==> src/rtl/dma_arbiter_pkg.sv <==
`default_nettype none
// ============================================================================
// dma_signals : arbiter state encoding, default addresses, dispatch helper
// rev 1.0
// ============================================================================
package dma_signals;

   typedef enum logic [2:0] {
      S_IDLE   = 3'd0,
      S_HALT   = 3'd1,
      S_ALIGN  = 3'd2,
      S_OAM_RD = 3'd3,
      S_OAM_WR = 3'd4,
      S_DMC_RD = 3'd5
   } state_type;

   localparam logic [15:0] OAM_TRIG_ADDR = 16'h4014;
   localparam logic [15:0] OAM_DATA_ADDR = 16'h2004;

   // DMA reads must land on get cycles; a put cycle in between is spent as a dummy read.
   function automatic state_type dispatch(input logic dmc, input logic oam, input logic next_get);
      if (dmc && next_get)
         return S_DMC_RD;
      else if (oam)
         return next_get ? S_OAM_RD : S_ALIGN;
      else if (dmc)
         return S_ALIGN;
      else
         return S_IDLE;
   endfunction

endpackage
`default_nettype wire

==> src/rtl/dma_arbiter_cycle_timer.sv <==
`default_nettype none
// ============================================================================
// cycle_timer : CPU cycle strobe and get/put phase from the system clock
// rev 1.0
// ============================================================================
module cycle_timer #(
   parameter int P_TICKS = 12
) (
   input  logic clock,
   input  logic reset,
   output logic cyc,
   output logic put
);

   localparam int            TW   = (P_TICKS > 1) ? $clog2(P_TICKS) : 1;
   localparam logic [TW-1:0] LAST = TW'(P_TICKS - 1);

   logic [TW-1:0] tick;

   assign cyc = (tick == LAST);

   always_ff @(posedge clock or posedge reset) begin
      if (reset) begin
         tick <= '0;
         put  <= 1'b0;
      end else if (cyc) begin
         tick <= '0;
         put  <= ~put;
      end else begin
         tick <= tick + TW'(1);
      end
   end

endmodule
`default_nettype wire

==> src/rtl/dma_arbiter.sv <==
`default_nettype none
// ============================================================================
// dma_arbiter : stalls the core and sequences OAM sprite DMA and DMC fetches
// rev 1.0
// ============================================================================
module dma_arbiter
   import dma_signals::*;
#(
   parameter int          P_TICKS    = 12,
   parameter logic [15:0] P_OAM_TRIG = OAM_TRIG_ADDR,
   parameter logic [15:0] P_OAM_DATA = OAM_DATA_ADDR
) (
   input  logic        I_clock,
   input  logic        I_reset,
   input  logic [15:0] I_cpu_addr,
   input  logic [7:0]  I_cpu_wr_data,
   input  logic        I_cpu_rdwr,
   input  logic [7:0]  I_rd_data,
   input  logic        I_dmc_req,
   input  logic [15:0] I_dmc_addr,
   output logic [15:0] O_addr,
   output logic [7:0]  O_wr_data,
   output logic        O_rdwr,
   output logic        O_cpu_ready,
   output logic [7:0]  O_dmc_data,
   output logic        O_dmc_ack
);

   logic      cyc;
   logic      put;
   state_type state;
   state_type state_nx;
   logic [7:0] page;
   logic [7:0] idx;
   logic [7:0] latch;
   logic      oam_pend;
   logic      dmc_pend;
   logic      trig_write;
   logic      dmc_now;

   cycle_timer #(.P_TICKS(P_TICKS)) u_timer (
      .clock (I_clock),
      .reset (I_reset),
      .cyc   (cyc),
      .put   (put)
   );

   assign trig_write = (state == S_IDLE) && !I_cpu_rdwr && (I_cpu_addr == P_OAM_TRIG);
   // A request raised in the deciding cycle counts as already pending.
   assign dmc_now    = dmc_pend | I_dmc_req;

   always_comb begin
      state_nx = state;
      case (state)
         S_IDLE:            if (trig_write || dmc_now) state_nx = S_HALT;
         S_HALT, S_ALIGN:   state_nx = dispatch(dmc_now, oam_pend, put);
         S_OAM_RD:          state_nx = S_OAM_WR;
         S_OAM_WR: begin
            if (dmc_now)
               state_nx = S_DMC_RD;
            else if (oam_pend && (idx != 8'hFF))
               state_nx = S_OAM_RD;
            else
               state_nx = S_IDLE;
         end
         S_DMC_RD:          state_nx = oam_pend ? S_ALIGN : S_IDLE;
         default:           state_nx = S_IDLE;
      endcase
   end

   always_ff @(posedge I_clock or posedge I_reset) begin
      if (I_reset) begin
         state       <= S_IDLE;
         page        <= 8'h00;
         idx         <= 8'h00;
         latch       <= 8'h00;
         oam_pend    <= 1'b0;
         dmc_pend    <= 1'b0;
         O_cpu_ready <= 1'b1;
         O_dmc_data  <= 8'h00;
         O_dmc_ack   <= 1'b0;
      end else begin
         O_dmc_ack <= 1'b0;
         if (cyc) begin
            state       <= state_nx;
            O_cpu_ready <= (state_nx == S_IDLE);
            case (state)
               S_IDLE: begin
                  if (trig_write) begin
                     page     <= I_cpu_wr_data;
                     oam_pend <= 1'b1;
                  end
               end
               S_OAM_RD: latch <= I_rd_data;
               S_OAM_WR: begin
                  idx <= idx + 8'd1;
                  if (idx == 8'hFF) oam_pend <= 1'b0;
               end
               S_DMC_RD: begin
                  O_dmc_data <= I_rd_data;
                  O_dmc_ack  <= 1'b1;
               end
               default: ;
            endcase
            // The request is still held during the fetch; do not re-arm on it.
            if (state == S_DMC_RD)
               dmc_pend <= 1'b0;
            else if (I_dmc_req)
               dmc_pend <= 1'b1;
         end
      end
   end

   always_comb begin
      O_addr    = I_cpu_addr;
      O_wr_data = I_cpu_wr_data;
      O_rdwr    = I_cpu_rdwr;
      case (state)
         S_HALT, S_ALIGN: begin
            O_wr_data = 8'h00;
            O_rdwr    = 1'b1;
         end
         S_OAM_RD: begin
            O_addr    = {page, idx};
            O_wr_data = 8'h00;
            O_rdwr    = 1'b1;
         end
         S_OAM_WR: begin
            O_addr    = P_OAM_DATA;
            O_wr_data = latch;
            O_rdwr    = 1'b0;
         end
         S_DMC_RD: begin
            O_addr    = I_dmc_addr;
            O_wr_data = 8'h00;
            O_rdwr    = 1'b1;
         end
         default: ;
      endcase
   end

endmodule
`default_nettype wire

==> config.mk <==
export PLATFORM = sky130hd
export DESIGN_NAME = dma_arbiter
export DESIGN_NICKNAME = d
export VERILOG_FILES = /design/src/rtl/dma_arbiter_pkg.sv /design/src/rtl/dma_arbiter_cycle_timer.sv /design/src/rtl/dma_arbiter.sv
export SDC_FILE = /design/constraint.sdc
export NUM_CORES = 1
export LEC_CHECK = 0
export BUFFER_PORTS_ARGS = -buffer_cell sky130_fd_sc_hd__buf_2
export CAP_MARGIN = 5
export CORE_MARGIN = 10
export CORE_UTILIZATION = 30
export CTS_CLUSTER_DIAMETER = 150
export DETAILED_ROUTE_END_ITERATION = 10
export PLACE_DENSITY = 0.57
export RECOVER_POWER = 25
export SKIP_LAST_GASP = 1
export SYNTH_ARGS = -nofsm -noshare
export SYNTH_HDL_FRONTEND = slang
export SYNTH_SLANG_ARGS = --single-unit
==> constraint.sdc <==
create_clock -name I_clock -period 3.27 [get_ports I_clock]
set_input_delay 0.654 -clock I_clock [delete_from_list [all_inputs] [get_ports I_clock]]
set_output_delay 0.654 -clock I_clock [all_outputs]
set_load 0.02 [all_outputs]
# Yosys cells after proc, flatten, opt, wreduce, memory -nomap -nowiden
# Index checks and enable logic that the tools add are counted.
dict set report op_classes {
  addsub 2
  mul 0
  div 0
  order_cmp 0
  n_eq_ne 11
  shifts 0
  muxes 20
  n_bitwise 2
  n_reduce_logical 18
}
# operator count
set ops {}
lappend ops {{$pmux 16 s3} 1}
lappend ops {{$eq 16x15->1 const B} 1}
lappend ops {{$pmux 8 s2} 1}
lappend ops {{$pmux 3 s5} 1}
lappend ops {{$mux 3} 3}
lappend ops {{$add 8x1->8 const B} 1}
lappend ops {{$eq 8x8->1 const B} 1}
lappend ops {{$mux 2} 4}
lappend ops {{$ne 8x8->1 const B} 1}
lappend ops {{$reduce_and 2->1} 4}
lappend ops {{$mux 1} 7}
lappend ops {{$eq 3x2->1 const B} 2}
lappend ops {{$eq 3x3->1 const B} 2}
lappend ops {{$logic_not 3->1} 2}
lappend ops {{$add 4x1->4 const B} 1}
lappend ops {{$eq 4x4->1 const B} 1}
lappend ops {{$logic_and 1x1->1} 4}
lappend ops {{$mux 4} 1}
lappend ops {{$ne 2x2->1 const B} 2}
lappend ops {{$pmux 1 s2} 2}
lappend ops {{$reduce_and 4->1} 1}
lappend ops {{$reduce_bool 2->1} 2}
lappend ops {{$reduce_or 4->1} 1}
lappend ops {{$eq 3x1->1 const B} 1}
lappend ops {{6 further kinds} 6}
dict set report totals {
  reg_bits 44
  latch_bits 0
  mem_bits_rw 0
  mem_bits_ro 0
  in_bits 52
  out_inout_bits 35
  n_memories 0
}

# Longest topological paths before layout
# Gate-level depths: netlist (run 1).
dict set report logic_depth {
  depth_word 7
  depth_mapped 6
  depth_no_buf 6
}

# Modules after synthesis
# Synthesis (run 1) repeated with hierarchy kept, for this count alone.
dict set report hier_totals {
  cells_unflattened 227
  hier_area_um2 2482.4
}
# mod n_inst cells_per_inst area_each_um2 seq_area_each_um2
set by_module_without_submodules {}
lappend by_module_without_submodules {dma_arbiter 1 210 2269.7 977.2}
lappend by_module_without_submodules {cycle_timer 1 17 212.7 125.1}

# Least setup slack after synthesis (run 1)
# Ideal clock, no wire load.
dict set report synth_timing {
  path_type {reg2out}
  from {reg state[2]}
  to {out O_addr[0]}
  arrival_time_ps 1585
  path_slack_ps 1031
  path_stages_with_launch 7
  n_path_buf 2
  path_cell_list {dfrtp_1 -> buf_6 -> inv_1 -> nor2_1 -> a21oi_1 -> buf_2 -> a22o_1}
}
dict set report synth_via {
  elab_chain_cells 2
}
# item line_no
set synth_rtl {}
lappend synth_rtl {{start: declaration} dma_arbiter.sv:31} ;# state_type state;
lappend synth_rtl {{start signal: assignment} dma_arbiter.sv:85} ;# state <= state_nx;
lappend synth_rtl {{$eq 3x3->1 or $eq 3x2->1 (tied branches)} dma_arbiter.sv:118} ;# case (state)
lappend synth_rtl {{$pmux 16 s3 *} dma_arbiter.sv:118}
lappend synth_rtl {{end: declaration} dma_arbiter.sv:21} ;# output logic [15:0] O_addr,
# Every way passes the cells marked *; elsewhere a longest branch is shown, timed or not.

# Worst setup path after layout (run 1)
dict set report layout_timing {
  from {reg state[1]}
  to {out O_addr[6]}
}
# The elaborated chain is that of the path after synthesis.

==> impl_metrics.toml, run 1 <==
[timing]
finalSetupViolations = 0
hold_violations = 0
finalCritPeriodShare_pct = 79.6
fin_crit_ps = 2600
worstMarginPinSlew_ps = 1350
timing.max_slew.rel_slack_pct = 9.70
tns_ps = 0
final-max-slew-violation-count = 0
rsz0062_at_grt = "false"
fmax_mhz = 384
fin_worst_skew_ps = 5.21
hold-worst-slack_ps = 380

[cells_and_area]
final_area_um2 = 3090
syn2layout_area_growth_pct = 27.3
n_fill_cell = 797
drive_above_1_share_pct = 41.7
nets = 367
final_cells = 416
n_antenna_cell = 0

[synth]
post-synth-top-count-cell = "dfrtp_1"
synthArstFlopShare_pct = 100
synth_seq_cells = 44
post-synth-top-area-cell = "dfrtp_1"
synth_top_area_share_pct = 44.3
synthDistinctLibCells = 41
synth_flop_cell = "dfrtp_1"
syn_nets = 280
synthTopCellsByCount = "dfrtp_1 (43), a22o_1 (28), mux2_2 (24)"
syn_area_per_cell_um2 = 10.7
syn_inst = 226
syn_area_um2 = 2430
ys_top_cells_by_area = "dfrtp_1 (44%), mux2_2 (11%), a22o_1 (10%), mux2i_1 (3.3%), nand2_1 (2.9%)"
yosys_warnings = 0
synth_edf_count = 0
ys_seq_area_share_pct = 45.4

[grt]
antenna_found_initial = 0
grt_max_degree = 25
grt_pass1_wl_um = 12000
grt_overflow = 0
grt_usage_pct = 12.4
grt_pass1_vias = 2300

[floorplanning]
die_w_um = 110
die_y_um = 110
die-area_um2 = 12100
boundaryPins = 87
rows = 32
core_um2 = 7810
start_util_pct = 31.1

[pwr]
ir_drop_uv = 223
powerDensity_nw_per_um2 = 403
p_total_uw = 1250
leakage_uw = 0.00159

[placement]
placed_cell_area_um2 = 2970
place_inst = 408
portBuffers = 86
gp_congestion = 0.856
dp.final_hpwl_um = 5950

[worst_setup_path]
cp_slowest_stage_delay_ps = 490
crit_type = "reg2out"
slowest_stage = "dfrtp_1"
reg2reg_to = "O_dmc_data[1]"
worst_setup_path_start_kind = "register"
crit_chain = "nor2_1 > a21oi_1 > buf_4 > a22o_1 > buf_2"
path_max_fanout = 16
reg2regPathDepth = 4
worst-r2r-setup-slack_ps = 1060
crit_arrival_ps = 1950
timing.rr.start = "state[1]"
crit_start = "state[1]"
crit_cells = 5
required_ps = 2620
crit_path_end_kind = "primary output"
crit_buf_inv = 2
path_delay_family = "flip-flops"

[clock_tree]
clkTransAtPathRegs_ps = 80
cts_setup_buffers = 0
cts.sinks = 44
cts_tree = "yes"
clockBufferDepth = 2
cts.repair.resized = 0
cts_hold_buf = 0
htreeDepth = 2
clk_latency_ps = 300
cts-buffers-inserted = 5
root_buffer = "clkbuf_8"

[hold_path]
holdCritPathClass = "in2async"

[drt]
viasPerCell = 5.21
vias = 2166
wl_per_cell_um = 17.9
ant_nets = 0
first_iter_violations = 152
drc = 0
totalWireLength_um = 7470
firstDrtPassIters = 4

[flow_run]
maxCapViolations = 0

[outcome]
status = "finished clean"
-- layout make-up --
type	count	area (um2)	area share, %
clock inverters	1	30.0	0.971
repair buffers	93	475	15.4
multi-input cells	164	1240	40.1
well taps	102	128	4.13
flip-flops and latches	44	1100	35.7
clock buffers	7	96.3	3.12
inverters	5	18.8	0.607
-- kinds of logic after synthesis --
family / after synthesis / share of synthesized area [%]
flops: 44 / 45.4
fa+ha+maj: 2 / 1.03
mux: 32 / 14.4
simple gates: 62 / 14.8
buf+inv: 18 / 3.50
compound gates: 60 / 17.9
xor+xnor: 8 / 2.89
-- flip-flops by register name (all words and copies together), names as in the netlist --
register      cells
O_cpu_ready       1
O_dmc_ack         1
O_dmc_data        8
dmc_pend          1
idx               8
latch             8
oam_pend          1
page              8
state             3
u_timer.put       1
u_timer.tick      4
-- per-stage QoR --
stage / worst slack [ps] / utilization, %
finish: 668 / 39.6
global route: 470 / 39.6
CTS: 652 / 39.7
detailed placement: 806 / 38.1
global placement: 853 / 38.1
floorplan: 1030 / -
-- how the worst max path moves through the flow --
stage                     end
floorplan           O_addr[0]
global placement      page[7]
detailed placement    page[6]
CTS                 O_addr[6]
global route        O_addr[6]
finish              O_addr[6]
-- metal layers --
metal	vias up	track usage [%]	wire length, um
li1	1023	-	-
met1	1063	15.1	3190
met2	72	20.8	3620
met3	8	3.95	540
met4	0	3.25	115
met5	-	0	0
-- worst reg2reg max path: stages (launching register included) --
cell	delay [ps]
dfrtp_1	490
nor2_1	460
buf_4	260
and3_1	490
mux2_2	400
-- layout by cell type, fill, tap and decap left out, types with 3 or more instances in the layout --
cell type / netlist / layout
mux2i_1: 8 / 8
mux2_2: 24 / 24
buf_2: 5 / 86
nand2b_1: 3 / 3
nand3_1: 10 / 10
clkbuf_8: 0 / 7
a21oi_1: 9 / 9
dfrtp_1: 43 / 43
a22o_1: 28 / 28
nand4_1: 3 / 3
buf_4: 1 / 5
nand2_1: 19 / 19
xnor2_1: 7 / 7
nor2_1: 6 / 6
inv_1: 5 / 4
o21ai_0: 13 / 13
-- power by group --
| group | switching [uW] | internal (uW) |
|---|---|---|
| registers | 5.15 | 550 |
| clock network | 191 | 270 |
| logic | 135 | 93.9 |
| total | 331 | 914 |
Note: power is estimated with default switching activity, not from simulation.
==> inputs of run 2 (changes only) <==
- clock period: 3.27 -> 2.6 ns (I/O delays scaled with it)
==> run 2 against run 1 <==
Global-route usage decreased by 0.073 points. Non-clock buffer count rose by 3. Routed wire length grew 0.20%. Clock skew up 6.4 ps. Critical path depth unchanged. First-iteration DRC count shrank 26%. Clock power rose by 15%. Combinational power is 27% higher. Flip-flop and latch count is the same. Sequential power increased by 26%. Critical endpoint unchanged. Largest cell class unchanged.
==> impl_metrics.toml, run 2 (synthesis results as in run 1) <==
[worst_setup_path]
crit_type = "reg2out"
path_max_fanout = 9
crit_start = "state[1]"
timing.rr.start = "state[0]"
cp_slowest_stage_delay_ps = 430
crit_path_end_kind = "primary output"
crit_arrival_ps = 1820
required_ps = 2080
worst_setup_path_start_kind = "register"
crit_chain = "nor2b_1 > a21oi_2 > buf_4 > a22o_1 > buf_2"
slowest_stage = "dfrtp_1"

[pwr]
leakage_uw = 0.00160
p_int_uw = 1100
powerDensity_nw_per_um2 = 488
seqPwrFrac_pct = 46.0
switching_share_pct = 27.8
p_total_uw = 1520
combPwrFrac_pct = 19.1
switchingPower_uw = 422
ir_drop_uv = 236
clockPowerShare_pct = 34.9

[drt]
highest_layer = "met4"
vias = 2133
wl_per_cell_um = 17.9
ant_nets = 0
first_iter_violations = 113
dr_wl_met2_um = 3660
totalWireLength_um = 7480
drc = 0
wl_met3_um = 490
viasPerCell = 5.09
wl_met1_um = 3290
firstDrtPassIters = 4

[outcome]
status = "finished clean"

[clock_tree]
root_buffer = "clkbuf_8"
cts_hold_buf = 0
cts-buffers-inserted = 5
cts.sinks = 44
htreeDepth = 2
clkTransAtPathRegs_ps = 90
clockBufferDepth = 2
clk_latency_ps = 300
cts_tree = "yes"

[timing]
fin_worst_skew_ps = 11.6
timing.max_slew.rel_slack_pct = 25.6
hold_violations = 0
rsz0062_at_grt = "false"
finalSetupViolations = 0
finalCritPeriodShare_pct = 89.8
tns_ps = 0
fin_crit_ps = 2340
final-max-slew-violation-count = 0
fmax_mhz = 428
worstMarginPinSlew_ps = 1120

[flow_run]
maxCapViolations = 0

[grt]
grt_usage_pct = 12.4
antenna_found_initial = 0
grt_pass1_wl_um = 11700
grt_pass1_vias = 2207
grt_overflow = 0
grt_max_degree = 45

[hold_path]
hold_start = "I_rd_data[2]"
holdCritPathClass = "in2reg"

[cells_and_area]
drive_above_1_share_pct = 43.2
n_antenna_cell = 0
syn2layout_area_growth_pct = 28.0
layout_common_cells = "buf_2 (86), dfrtp_1 (43), a22o_1 (28), mux2_2 (24), nand2_1 (19)"
final_common_cell = "buf_2"
n_fill_cell = 776
fin_util_pct = 39.8
nets = 370

[floorplanning]
die_w_um = 110
start_util_pct = 31.1
rows = 32
boundaryPins = 87
die-area_um2 = 12100
die_y_um = 110
core_um2 = 7810

[placement]
gp_congestion = 0.838
portBuffers = 86
dp.final_hpwl_um = 5950
==> run 2: changes by cell type in the layout (fill, tap and decap cells not counted) <==
cell	previous run	this run
a21oi_2	0	1
clkbuf_8	7	5
a21oi_1	9	8
clkinv_2	0	1
clkbuf_1	2	0
buf_4	5	9
clkinvlp_4	0	1
clkbuf_2	0	1
==> run 2: layout make-up <==
cell class | instances | area, um2 | share of cell area [%]
Multi-Input combinational cell | 164 | 1240 | 40.1
Sequential cell | 44 | 1100 | 35.5
Clock buffer | 5 | 68.8 | 2.21
Timing Repair Buffer | 96 | 503 | 16.2
Inverter | 5 | 18.8 | 0.604
Tap cell | 102 | 128 | 4.11
Clock inverter | 3 | 42.5 | 1.37
==> run 2: layer usage <==
metal  vias to the layer above  track usage [%]
met4                         0             1.95
met5                         -                0
met3                         4             4.53
met1                      1045             15.2
li1                       1027                -
met2                        57             20.6
==> run 2: stage by stage <==
stage          setup slack, ps  cells  instance area [um2]  hold WS (ps)
2_1_floorplan              495    226                 2430           433
3_3_place_gp               269    411                 3000           453
3_5_place_dp               223    411                 3000           461
4_1_cts                   50.8    419                 3110           368
5_1_grt                    140    419                 3110           445
6_report                   265    419                 3110           457
==> run 2: worst max-delay path: cells and delay by family (launching register included) <==
kind                   cells  cell delay, ps
and+or+nand+nor            1             180
buffers and inverters      2             410
DFF                        1             430
AOI/OAI and AO/OA          2             500
==> run 2: final timing paths <==
path,cells past startpoint,slack [ps],endpoint
setup / recovery,5,260,O_addr[6]
hold / removal,2,460,latch[2]
setup reg to reg,6,520,idx[7]
hold reg to reg,1,470,u_timer.tick[0]
max in group asynchronous,3,1350,state[0]
min in group asynchronous,3,540,O_dmc_data[6]
==> run 2: repair_timing <==
action | in CTS | in global routing
buffers inserted | 0 | 0
resized for setup | 0 | 1
setup endpoints to repair | 0 | 9
==> run 2: power groups by stage <==
stage	logic [uW]	registers, uW	clock network [uW]
2_1_floorplan	174	709	0
3_3_place_gp	293	712	0
3_5_place_dp	294	712	0
4_1_cts	294	699	538
5_1_grt	317	700	571
6_report	290	699	530
==> inputs of run 3 (changes only) <==
- ABC_AREA: not set -> 1
- PLACE_DENSITY: 0.57 -> 0.56
==> run 3 against run 2 <==
Synthesized cell count grew 40%. Routed wire length shrank 0.92%. Synthesized area grew 4.3%. Via count grew 8.5%. Fmax shrank 5.2%. Setup slack lost 130 ps. Critical endpoint is now O_wr_data[2]. Highest routed layer unchanged.
==> impl_metrics.toml, run 3 <==
[grt]
grt_max_degree = 45
grt_overflow = 0
grt_usage_pct = 11.5
grt_pass1_vias = 2386
grt_pass1_wl_um = 12100
antenna_found_initial = 0

[timing]
fmax_mhz = 406
rsz0062_at_grt = "false"
timing.max_slew.rel_slack_pct = 25.8
worstMarginPinSlew_ps = 1110
final-max-slew-violation-count = 0
finalCritPeriodShare_pct = 94.7
hold_violations = 0
fin_crit_ps = 2460
fin_worst_skew_ps = 12.1
finalSetupViolations = 0
tns_ps = 0

[worst_setup_path]
worst_setup_path_start_kind = "register"
crit_type = "reg2out"
path_max_fanout = 8
reg2regPathDepth = 6
crit_arrival_ps = 1940
required_ps = 2080
crit_path_end_kind = "primary output"

[outcome]
status = "finished clean"

[synth]
post-synth-top-area-cell = "dfrtp_1"
syn_nets = 370
synth_seq_cells = 44
ys_seq_area_share_pct = 43.5
synth_top_area_share_pct = 42.5
syn_area_um2 = 2530
ys_top_cells_by_area = "dfrtp_1 (42%), nand2_1 (12%), inv_1 (7.0%), nand3_1 (5.5%), o21ai_2 (3.5%)"
syn_area_per_cell_um2 = 8.02
synthDistinctLibCells = 34
post-synth-top-count-cell = "nand2_1"
synth_flop_cell = "dfrtp_1"
yosys_warnings = 0
synthArstFlopShare_pct = 100
synth_edf_count = 0
syn_inst = 316
synthTopCellsByCount = "nand2_1 (78), inv_1 (47), dfrtp_1 (43)"

[floorplanning]
rows = 33
start_util_pct = 30.8
die_y_um = 112
boundaryPins = 87
die-area_um2 = 12500
die_w_um = 112
core_um2 = 8220

[drt]
first_iter_violations = 127
viasPerCell = 4.55
drc = 0
totalWireLength_um = 7410
ant_nets = 0
firstDrtPassIters = 4
vias = 2315
wl_per_cell_um = 14.6

[cells_and_area]
layout_common_cells = "buf_2 (86), nand2_1 (78), inv_1 (46), dfrtp_1 (42), nand3_1 (28)"
final_common_cell = "buf_2"
nets = 457
final_cells = 509
n_antenna_cell = 0
fin_util_pct = 38.2
syn2layout_area_growth_pct = 23.8
drive_above_1_share_pct = 31.9

[hold_path]
hold_depth = 3
holdCritPathClass = "in2reg"

[pwr]
clockPowerShare_pct = 27.4
ir_drop_uv = 230
combPwrFrac_pct = 26.3
powerDensity_nw_per_um2 = 510
seqPwrFrac_pct = 46.3
switching_share_pct = 34.7
leakage_uw = 0.00165
p_int_uw = 1040
switchingPower_uw = 555

[clock_tree]
cts_tree = "yes"
clockBufferDepth = 2
htreeDepth = 2
cts_setup_buffers = 0
clkTransAtPathRegs_ps = 90
cts-buffers-inserted = 5
cts.sinks = 44
cts.repair.resized = 0
clk_latency_ps = 300
root_buffer = "clkbuf_8"
cts_hold_buf = 0

[placement]
portBuffers = 86
dp.final_hpwl_um = 5910
gp_congestion = 0.837
place_inst = 501

[flow_run]
maxCapViolations = 0
run 3: cell types whose count changed after synthesis, moves of 18 or more:
cell	before	now
nand2_1	19	78
a22o_1	28	0
nand3_1	10	28
mux2_2	24	0
inv_1	5	47
run 3: routing by layer:
metal  track usage, %  part of all wire, %
met4             3.94                  1.7
met2             17.8                   44
met1             14.9                   47
met5                0                    0
met3             3.38                  6.5
run 3: power groups by stage:
| stage | clock network [uW] | logic, uW | registers [uW] |
|---|---|---|---|
| after floorplan | 0 | 257 | 762 |
| after global placement | 0 | 427 | 752 |
| after detailed placement | 0 | 429 | 753 |
| after CTS | 444 | 431 | 740 |
| after global routing | 483 | 465 | 745 |
| final | 438 | 421 | 741 |
run 3: layout make-up:
cell class	count	area [um2]
Clock buffer	5	68.8
Clock inverter	3	18.8
Fill cell	868	5080
Inverter	52	195
Multi-Input combinational cell	212	1180
Sequential cell	44	1100
Tap cell	105	131
Timing Repair Buffer	88	443
run 3: final timing paths:
| path | from | to | slack [ps] |
|---|---|---|---|
| worst max-delay path | state[2] | O_wr_data[2] | 140 |
| worst min-delay path | I_cpu_wr_data[6] | page[6] | 460 |
| worst max register to register | u_timer.tick[0] | latch[1] | 810 |
| worst min register to register | O_cpu_ready | O_cpu_ready | 470 |
| max in group asynchronous | I_reset | state[0] | 1300 |
| min in group asynchronous | I_reset | O_dmc_data[6] | 560 |
run 3: kinds of logic (layout without fill, tap and decap cells):
group	Yosys count	in the layout	synth area share (%)
compound gates	55	55	14.1
flops	44	44	43.5
fa+ha+maj	2	2	0.987
simple gates	147	147	28.5
xor+xnor	8	8	2.77
buf+inv	60	148	10.1
run 3: critical path: stages, from the launching register on:
cell	delay [ps]
dfrtp_1	600
inv_2	70
nand2_2	110
inv_1	70
a21oi_1	390
o21ai_0	200
buf_2	200
run 3: through the flow:
stage,total power [uW],hold slack (ps),setup slack (ps),cell area (um2)
3_3_place_gp,1180,460,474,3050
6_report,1600,461,137,3140
5_1_grt,1690,469,9.29,3140
2_1_floorplan,1020,433,703,2530
3_5_place_dp,1180,458,452,3050
4_1_cts,1610,369,104,3140
